**config.mk**
```make
export PLATFORM = sky130hd
export DESIGN_NAME = tmds_channel_decoder_flat
export DESIGN_NICKNAME = d
export VERILOG_FILES = /design/src/rtl/tmds_channel_decoder_if.sv /design/src/rtl/tmds_channel_decoder.sv /design/src/flat_wrapper.sv
export SDC_FILE = /design/constraint.sdc
export NUM_CORES = 1
export LEC_CHECK = 0
export CORE_UTILIZATION = 25
export CTS_BUF_LIST = sky130_fd_sc_hd__clkbuf_4 sky130_fd_sc_hd__clkbuf_8 sky130_fd_sc_hd__clkbuf_16
export DETAILED_ROUTE_END_ITERATION = 8
export GPL_TIMING_DRIVEN = 0
export SLEW_MARGIN = 30
export SYNTH_ARGS = -nofsm -noshare
export SYNTH_HDL_FRONTEND = slang
export SYNTH_SLANG_ARGS = --single-unit
```
**constraint.sdc**
```tcl
create_clock -name clk -period 3.1 [get_ports clk]
set_input_delay 0.62 -clock clk [delete_from_list [all_inputs] [get_ports clk]]
set_output_delay 0.62 -clock clk [all_outputs]
set_load 0.02 [all_outputs]
```
**src/rtl/tmds_channel_decoder_if.sv**
```systemverilog
// Lane-side bundle of the TMDS channel decoder: raw deserialized word in,
// decoded pixel/control/alignment status out.
interface tmds_channel_decoder_if;
    logic [9:0] tmds_in;
    logic [7:0] data;
    logic [1:0] ctrl;
    logic       de;
    logic       locked;
    logic [3:0] bit_offset;

    modport master (
        output tmds_in,
        input  data, ctrl, de, locked, bit_offset
    );

    modport slave (
        input  tmds_in,
        output data, ctrl, de, locked, bit_offset
    );
endinterface

```
**src/rtl/tmds_channel_decoder.sv**
```systemverilog
// One TMDS lane receiver: finds word alignment by hunting for runs of control
// tokens, then decodes aligned 10-bit words into pixel data / control / de.
module tmds_channel_decoder #(
    parameter int unsigned CTRL_RUN       = 8,
    parameter int unsigned SEARCH_TIMEOUT = 64,
    parameter int unsigned LOCK_TIMEOUT   = 4096
) (
    input  logic                   clk,
    input  logic                   rst,
    tmds_channel_decoder_if.slave  bus
);

    localparam int unsigned RUN_W     = $clog2(CTRL_RUN) + 1;
    localparam int unsigned TIMER_MAX = (LOCK_TIMEOUT > SEARCH_TIMEOUT) ? LOCK_TIMEOUT : SEARCH_TIMEOUT;
    localparam int unsigned TIMER_W   = $clog2(TIMER_MAX) + 1;

    typedef enum logic {
        SEARCH = 1'b0,
        LOCKED = 1'b1
    } state_t;

    state_t             state, state_n;
    logic [9:0]         prev;
    logic [RUN_W-1:0]   run, run_n;
    logic [TIMER_W-1:0] timer, timer_n;
    logic [3:0]         offset, offset_n;
    logic [7:0]         data_r, data_n;
    logic [1:0]         ctrl_r, ctrl_n;
    logic               de_r, de_n;

    logic [19:0] win;
    logic [9:0]  word;
    logic        is_token;
    logic [1:0]  token_val;
    logic [7:0]  q;
    logic [7:0]  decoded;

    // Two-word window lets any of the ten bit phases be pulled out as a word.
    assign win  = {bus.tmds_in, prev};
    assign word = 10'(win >> offset);

    always_comb begin
        is_token  = 1'b1;
        token_val = 2'b00;
        case (word)
            10'b1101010100: token_val = 2'b00;
            10'b0010101011: token_val = 2'b01;
            10'b0101010100: token_val = 2'b10;
            10'b1010101011: token_val = 2'b11;
            default:        is_token  = 1'b0;
        endcase
    end

    // Undo the optional inversion, then the XOR/XNOR transition chain.
    always_comb begin
        q          = word[9] ? ~word[7:0] : word[7:0];
        decoded    = '0;
        decoded[0] = q[0];
        for (int i = 1; i < 8; i++) begin
            decoded[i] = word[8] ? (q[i] ^ q[i-1]) : ~(q[i] ^ q[i-1]);
        end
    end

    always_comb begin
        state_n  = state;
        run_n    = run;
        timer_n  = timer;
        offset_n = offset;
        data_n   = data_r;
        ctrl_n   = ctrl_r;
        de_n     = de_r;

        case (state)
            SEARCH: begin
                if (is_token) begin
                    timer_n = '0;
                    if (run == RUN_W'(CTRL_RUN - 1)) begin
                        state_n = LOCKED;
                        run_n   = '0;
                    end else begin
                        run_n = run + RUN_W'(1);
                    end
                end else begin
                    run_n = '0;
                    if (timer == TIMER_W'(SEARCH_TIMEOUT - 1)) begin
                        timer_n  = '0;
                        offset_n = (offset == 4'd9) ? 4'd0 : offset + 4'd1;
                    end else begin
                        timer_n = timer + TIMER_W'(1);
                    end
                end
            end
            LOCKED: begin
                if (is_token) begin
                    timer_n = '0;
                end else if (timer == TIMER_W'(LOCK_TIMEOUT - 1)) begin
                    state_n = SEARCH;
                    timer_n = '0;
                    run_n   = '0;
                end else begin
                    timer_n = timer + TIMER_W'(1);
                end
            end
            default: state_n = SEARCH;
        endcase

        // Outputs follow the lock state being entered so they drop with locked.
        if (state_n != LOCKED) begin
            de_n   = 1'b0;
            data_n = '0;
            ctrl_n = '0;
        end else if (is_token) begin
            de_n   = 1'b0;
            ctrl_n = token_val;
        end else begin
            de_n   = 1'b1;
            data_n = decoded;
        end
    end

    always_ff @(posedge clk) begin
        if (!rst) begin
            state  <= SEARCH;
            prev   <= '0;
            run    <= '0;
            timer  <= '0;
            offset <= '0;
            data_r <= '0;
            ctrl_r <= '0;
            de_r   <= 1'b0;
        end else begin
            state  <= state_n;
            prev   <= bus.tmds_in;
            run    <= run_n;
            timer  <= timer_n;
            offset <= offset_n;
            data_r <= data_n;
            ctrl_r <= ctrl_n;
            de_r   <= de_n;
        end
    end

    assign bus.data       = data_r;
    assign bus.ctrl       = ctrl_r;
    assign bus.de         = de_r;
    assign bus.locked     = (state == LOCKED);
    assign bus.bit_offset = offset;

endmodule

```
**src/flat_wrapper.sv**
```systemverilog
// flat-port wrapper written by rule: the top's interface ports become plain ports
module tmds_channel_decoder_flat 
#(
    parameter int unsigned CTRL_RUN       = 8,
    parameter int unsigned SEARCH_TIMEOUT = 64,
    parameter int unsigned LOCK_TIMEOUT   = 4096
)
  (clk, rst, bus_tmds_in, bus_data, bus_ctrl, bus_de, bus_locked, bus_bit_offset);
  tmds_channel_decoder_if bus_i ();
  input  logic clk;
  input  logic rst;
  input wire logic [$bits(bus_i.tmds_in)-1:0] bus_tmds_in;
  output wire logic [$bits(bus_i.data)-1:0] bus_data;
  output wire logic [$bits(bus_i.ctrl)-1:0] bus_ctrl;
  output wire logic [$bits(bus_i.de)-1:0] bus_de;
  output wire logic [$bits(bus_i.locked)-1:0] bus_locked;
  output wire logic [$bits(bus_i.bit_offset)-1:0] bus_bit_offset;
  assign bus_i.tmds_in = bus_tmds_in;
  assign bus_data = bus_i.data;
  assign bus_ctrl = bus_i.ctrl;
  assign bus_de = bus_i.de;
  assign bus_locked = bus_i.locked;
  assign bus_bit_offset = bus_i.bit_offset;
  tmds_channel_decoder #(.CTRL_RUN(CTRL_RUN), .SEARCH_TIMEOUT(SEARCH_TIMEOUT), .LOCK_TIMEOUT(LOCK_TIMEOUT)) u_core (.clk(clk), .rst(rst), .bus(bus_i));
endmodule
```
==> impl_metrics.py <==
metrics = {
    "logic_synthesis": {
        "netlist_instances": 290,
        "seq_area_frac_synth": 0.2925,
        "yosysWarnings": 0,
        "ys_ff_latch": 43,
        "synth_flop_cell": "dfxtp_1",
        "synth_edf_count": 0,
        "synthDistinctLibCells": 56,
        "syn_nets": 304,
        "synth_area_sq_um": 2943,
        "syn_area_per_cell_sq_um": 10.15,
        "synthArstFlopShare": 0,
    },
    "timing": {
        "finalSetupViolCount": 0,
        "fin_crit_ns": 3.026,
        "skew_ns": 0.007453,
        "hold_viol_final": 0,
        "maxSlewHeadroom": 0.4890,
        "max_freq_mhz": 330.5,
        "worstMarginPinSlew_ns": 0.7596,
        "maxSlewViolCount": 0,
        "post-route-period-util": 0.9761,
        "setup_tns_ns": 0,
    },
    "global_route": {
        "grt_pass1_vias": 2497,
        "grt_max_degree": 16,
        "gr-total-overflow": 0,
        "grt_pass1_wl_mm": 12.79,
        "grt.total_usage": 0.1303,
        "antenna_found_initial": 0,
    },
    "setup_path": {
        "cp_max_fo": 6,
        "worstPathCellList": "clkdlybuf4s15_2 -> mux4_2 -> mux4_2 -> nand4bb_4 -> buf_4 -> nor4_4 -> buf_4 -> o21ai_2 -> buf_6 -> a2111oi_2",
        "timing.rr.start": "u_core.bus.bit_offset[1]",
        "cp_num_buf_inv": 4,
        "cp.arrival_ns": 3.22,
        "critPathRequiredTime_ns": 3.30,
        "crit_type": "input port to flip-flop",
        "reg2reg_depth": 12,
        "crit_family": "multiplexers",
        "r2r_slack_ns": 0.10,
        "timing.rr.end": "u_core.bus.ctrl[0]",
        "slowest_delay_ns": 0.54,
        "worstSetupEndpointType": "flip-flop",
        "crit_slowest_cell": "mux4_2",
        "critical_path.startpoint_type": "input port",
    },
    "layout": {
        "antennaDiodeCount": 0,
        "area_growth_syn_to_layout_pct": 29.68,
        "drive_gt1_frac": 0.3324,
        "fin_cells": 489,
        "layout_common_cells": "40 x dfxtp_1, 24 x buf_4, 22 x mux4_2",
        "final_common_cell": "dfxtp_1",
        "fill_cells": 1137,
        "final_nets": 359,
    },
    "die": {
        "die_h_um": 110.5,
        "rows": 39,
        "core_region_area_sq_um": 11470,
        "start_util": 0.2566,
        "die_area_sq_um": 12210,
        "die_w_um": 110.5,
        "io_pins": 28,
    },
    "route": {
        "drtIter0Drc": 173,
        "drtPass1Iterations": 4,
        "post_drt_wl_per_cell_um": 15.85,
        "drc": 0,
        "via_count": 2555,
        "wl_met2_mm": 3.657,
        "top_layer": "met4",
        "wirelength_met1_mm": 3.513,
        "wl_mm": 7.751,
        "vias_per_cell": 5.225,
        "drtAntennaViolNets": 0,
        "dr_wl_met3_um": 442,
    },
    "clock_network": {
        "cts_tree": "built",
        "clockBufferDepth": 2,
        "clock_sinks": 43,
        "clk_pin_slew_worst_paths_ns": 0.06,
        "h-tree-depth": 2,
        "cts_root_buffer": "clkbuf_16",
        "cts-hold-fix-buffers": 0,
        "cts-buffers-inserted": 5,
        "clk_latency_ns": 0.30,
    },
    "place": {
        "place_congestion": 0.8768,
        "dp_hpwl_mm": 5.483,
        "portBuffers": 27,
        "place_inst": 460,
    },
    "min_path": {
        "hp-class": "flip-flop to flip-flop",
        "hold_path_end": "u_core.timer[0]",
        "worstHoldStart": "u_core.timer[0]",
        "hold_depth": 1,
    },
    "pwr": {
        "powerDensity_nw_per_um2": 332.7,
        "leakage_nw": 1.322,
        "peakVddDrop_mv": 0.1948,
    },
    "status": {
        "outcome": "completed",
    },
    "run": {
        "max-cap-violations": 0,
    },
}
-- routing by layer --
layer  GRT usage  vias up
li1            -     1211
met1      0.1728     1252
met2      0.2037       81
met3     0.02964       11
met4     0.05333        0
met5           0        -
-- cells in the mapped netlist, drive strengths merged (3+ instances only) --
| cell | instances | area share |
|---|---|---|
| dfxtp | 43 | 0.29 |
| mux4 | 23 | 0.18 |
| nor2 | 18 | 0.023 |
| buf | 17 | 0.040 |
| nand2 | 15 | 0.019 |
| nand3 | 15 | 0.026 |
| inv | 12 | 0.015 |
| xnor2 | 12 | 0.036 |
| a21oi | 10 | 0.017 |
| and2 | 10 | 0.021 |
| mux2i | 10 | 0.034 |
| o21ai | 10 | 0.018 |
| xor2 | 10 | 0.030 |
| a221oi | 7 | 0.034 |
| nor4 | 7 | 0.020 |
| a31oi | 5 | 0.011 |
| clkbuf | 5 | 0.0064 |
| nor2b | 5 | 0.011 |
| nor3 | 5 | 0.0085 |
| a2111oi | 4 | 0.019 |
| mux2 | 4 | 0.015 |
| nand4 | 4 | 0.0085 |
| o21a | 4 | 0.010 |
| a211oi | 3 | 0.0094 |
| a22oi | 3 | 0.0077 |
| and3 | 3 | 0.0064 |
| o31ai | 3 | 0.0094 |
-- worst max path at each step --
stage / startpoint / endpoint / slack, ns / cells after the start
3_5_place_dp: bus_tmds_in[3] / u_core.bus.ctrl[1] / -0.81 / 8
5_1_grt: bus_tmds_in[6] / u_core.bus.ctrl[1] / -0.02 / 10
2_1_floorplan: bus_tmds_in[5] / u_core.bus.ctrl[1] / 0.06 / 7
6_report: bus_tmds_in[5] / u_core.bus.data[6] / 0.07 / 10
3_3_place_gp: bus_tmds_in[3] / u_core.bus.ctrl[1] / -0.76 / 8
4_1_cts: u_core.bus.bit_offset[1] / u_core.bus.bit_offset[2] / 0.01 / 10
-- sequential cells by signal, summed over array words and instances (netlist names) --
signal	cells
u_core.bus.locked	1
u_core.prev	10
u_core.bus.data	8
u_core.bus.bit_offset	4
u_core.bus.de	1
u_core.bus.ctrl	2
u_core.timer	13
u_core.run	4
-- layout make-up --
type | instances | area, sq um | share of cell area
clock inverters | 3 | 23.77 | 0.006230
well taps | 143 | 178.9 | 0.04689
inverters | 12 | 48.80 | 0.01279
multi-input cells | 213 | 1979 | 0.5187
plain buffers | 22 | 182.7 | 0.04787
repair buffers | 48 | 407.9 | 0.1069
flip-flops and latches | 43 | 869.6 | 0.2279
clock buffers | 5 | 125.1 | 0.03279
-- per-stage QoR --
| stage | area (sq um) | power, mW | utilization | setup slack [ns] | hold slack (ns) |
|---|---|---|---|---|---|
| 2_1_floorplan | 2944 | 0.6738 | - | 0.05907 | 0.4297 |
| 3_3_place_gp | 3393 | 0.7181 | 0.2959 | -0.7589 | 0.4452 |
| 3_5_place_dp | 3393 | 0.7198 | 0.2959 | -0.8134 | 0.4609 |
| 4_1_cts | 3681 | 1.278 | 0.3210 | 0.01053 | 0.4763 |
| 5_1_grt | 3816 | 1.320 | 0.3328 | -0.02289 | 0.5001 |
| 6_report | 3816 | 1.270 | 0.3328 | 0.07410 | 0.4640 |
-- where the power goes --
part / switching [mW] / internal (mW)
sequential: 0.0114 / 0.561
clock: 0.248 / 0.302
combinational: 0.0744 / 0.0729
-- cells by family after synthesis --
logic type,synth area share
AO/OA/AOI/OAI,0.1637
AND/OR/NAND/NOR,0.1769
buffers and inverters,0.06122
adder cells (fa/ha/maj),0.008502
XOR/XNOR,0.06547
flip-flops,0.2925
multiplexers,0.2317
-- what timing repair did --
| item | 4_1_cts | 5_1_grt |
|---|---|---|
| setup buffers | 9 | 10 |
| pin swaps | 4 | 6 |
| gates resized for setup | 39 | 35 |
| cloned | 0 | 2 |
| setup endpoints to repair | 33 | 30 |
Note: power is estimated with default switching activity, not from simulation.
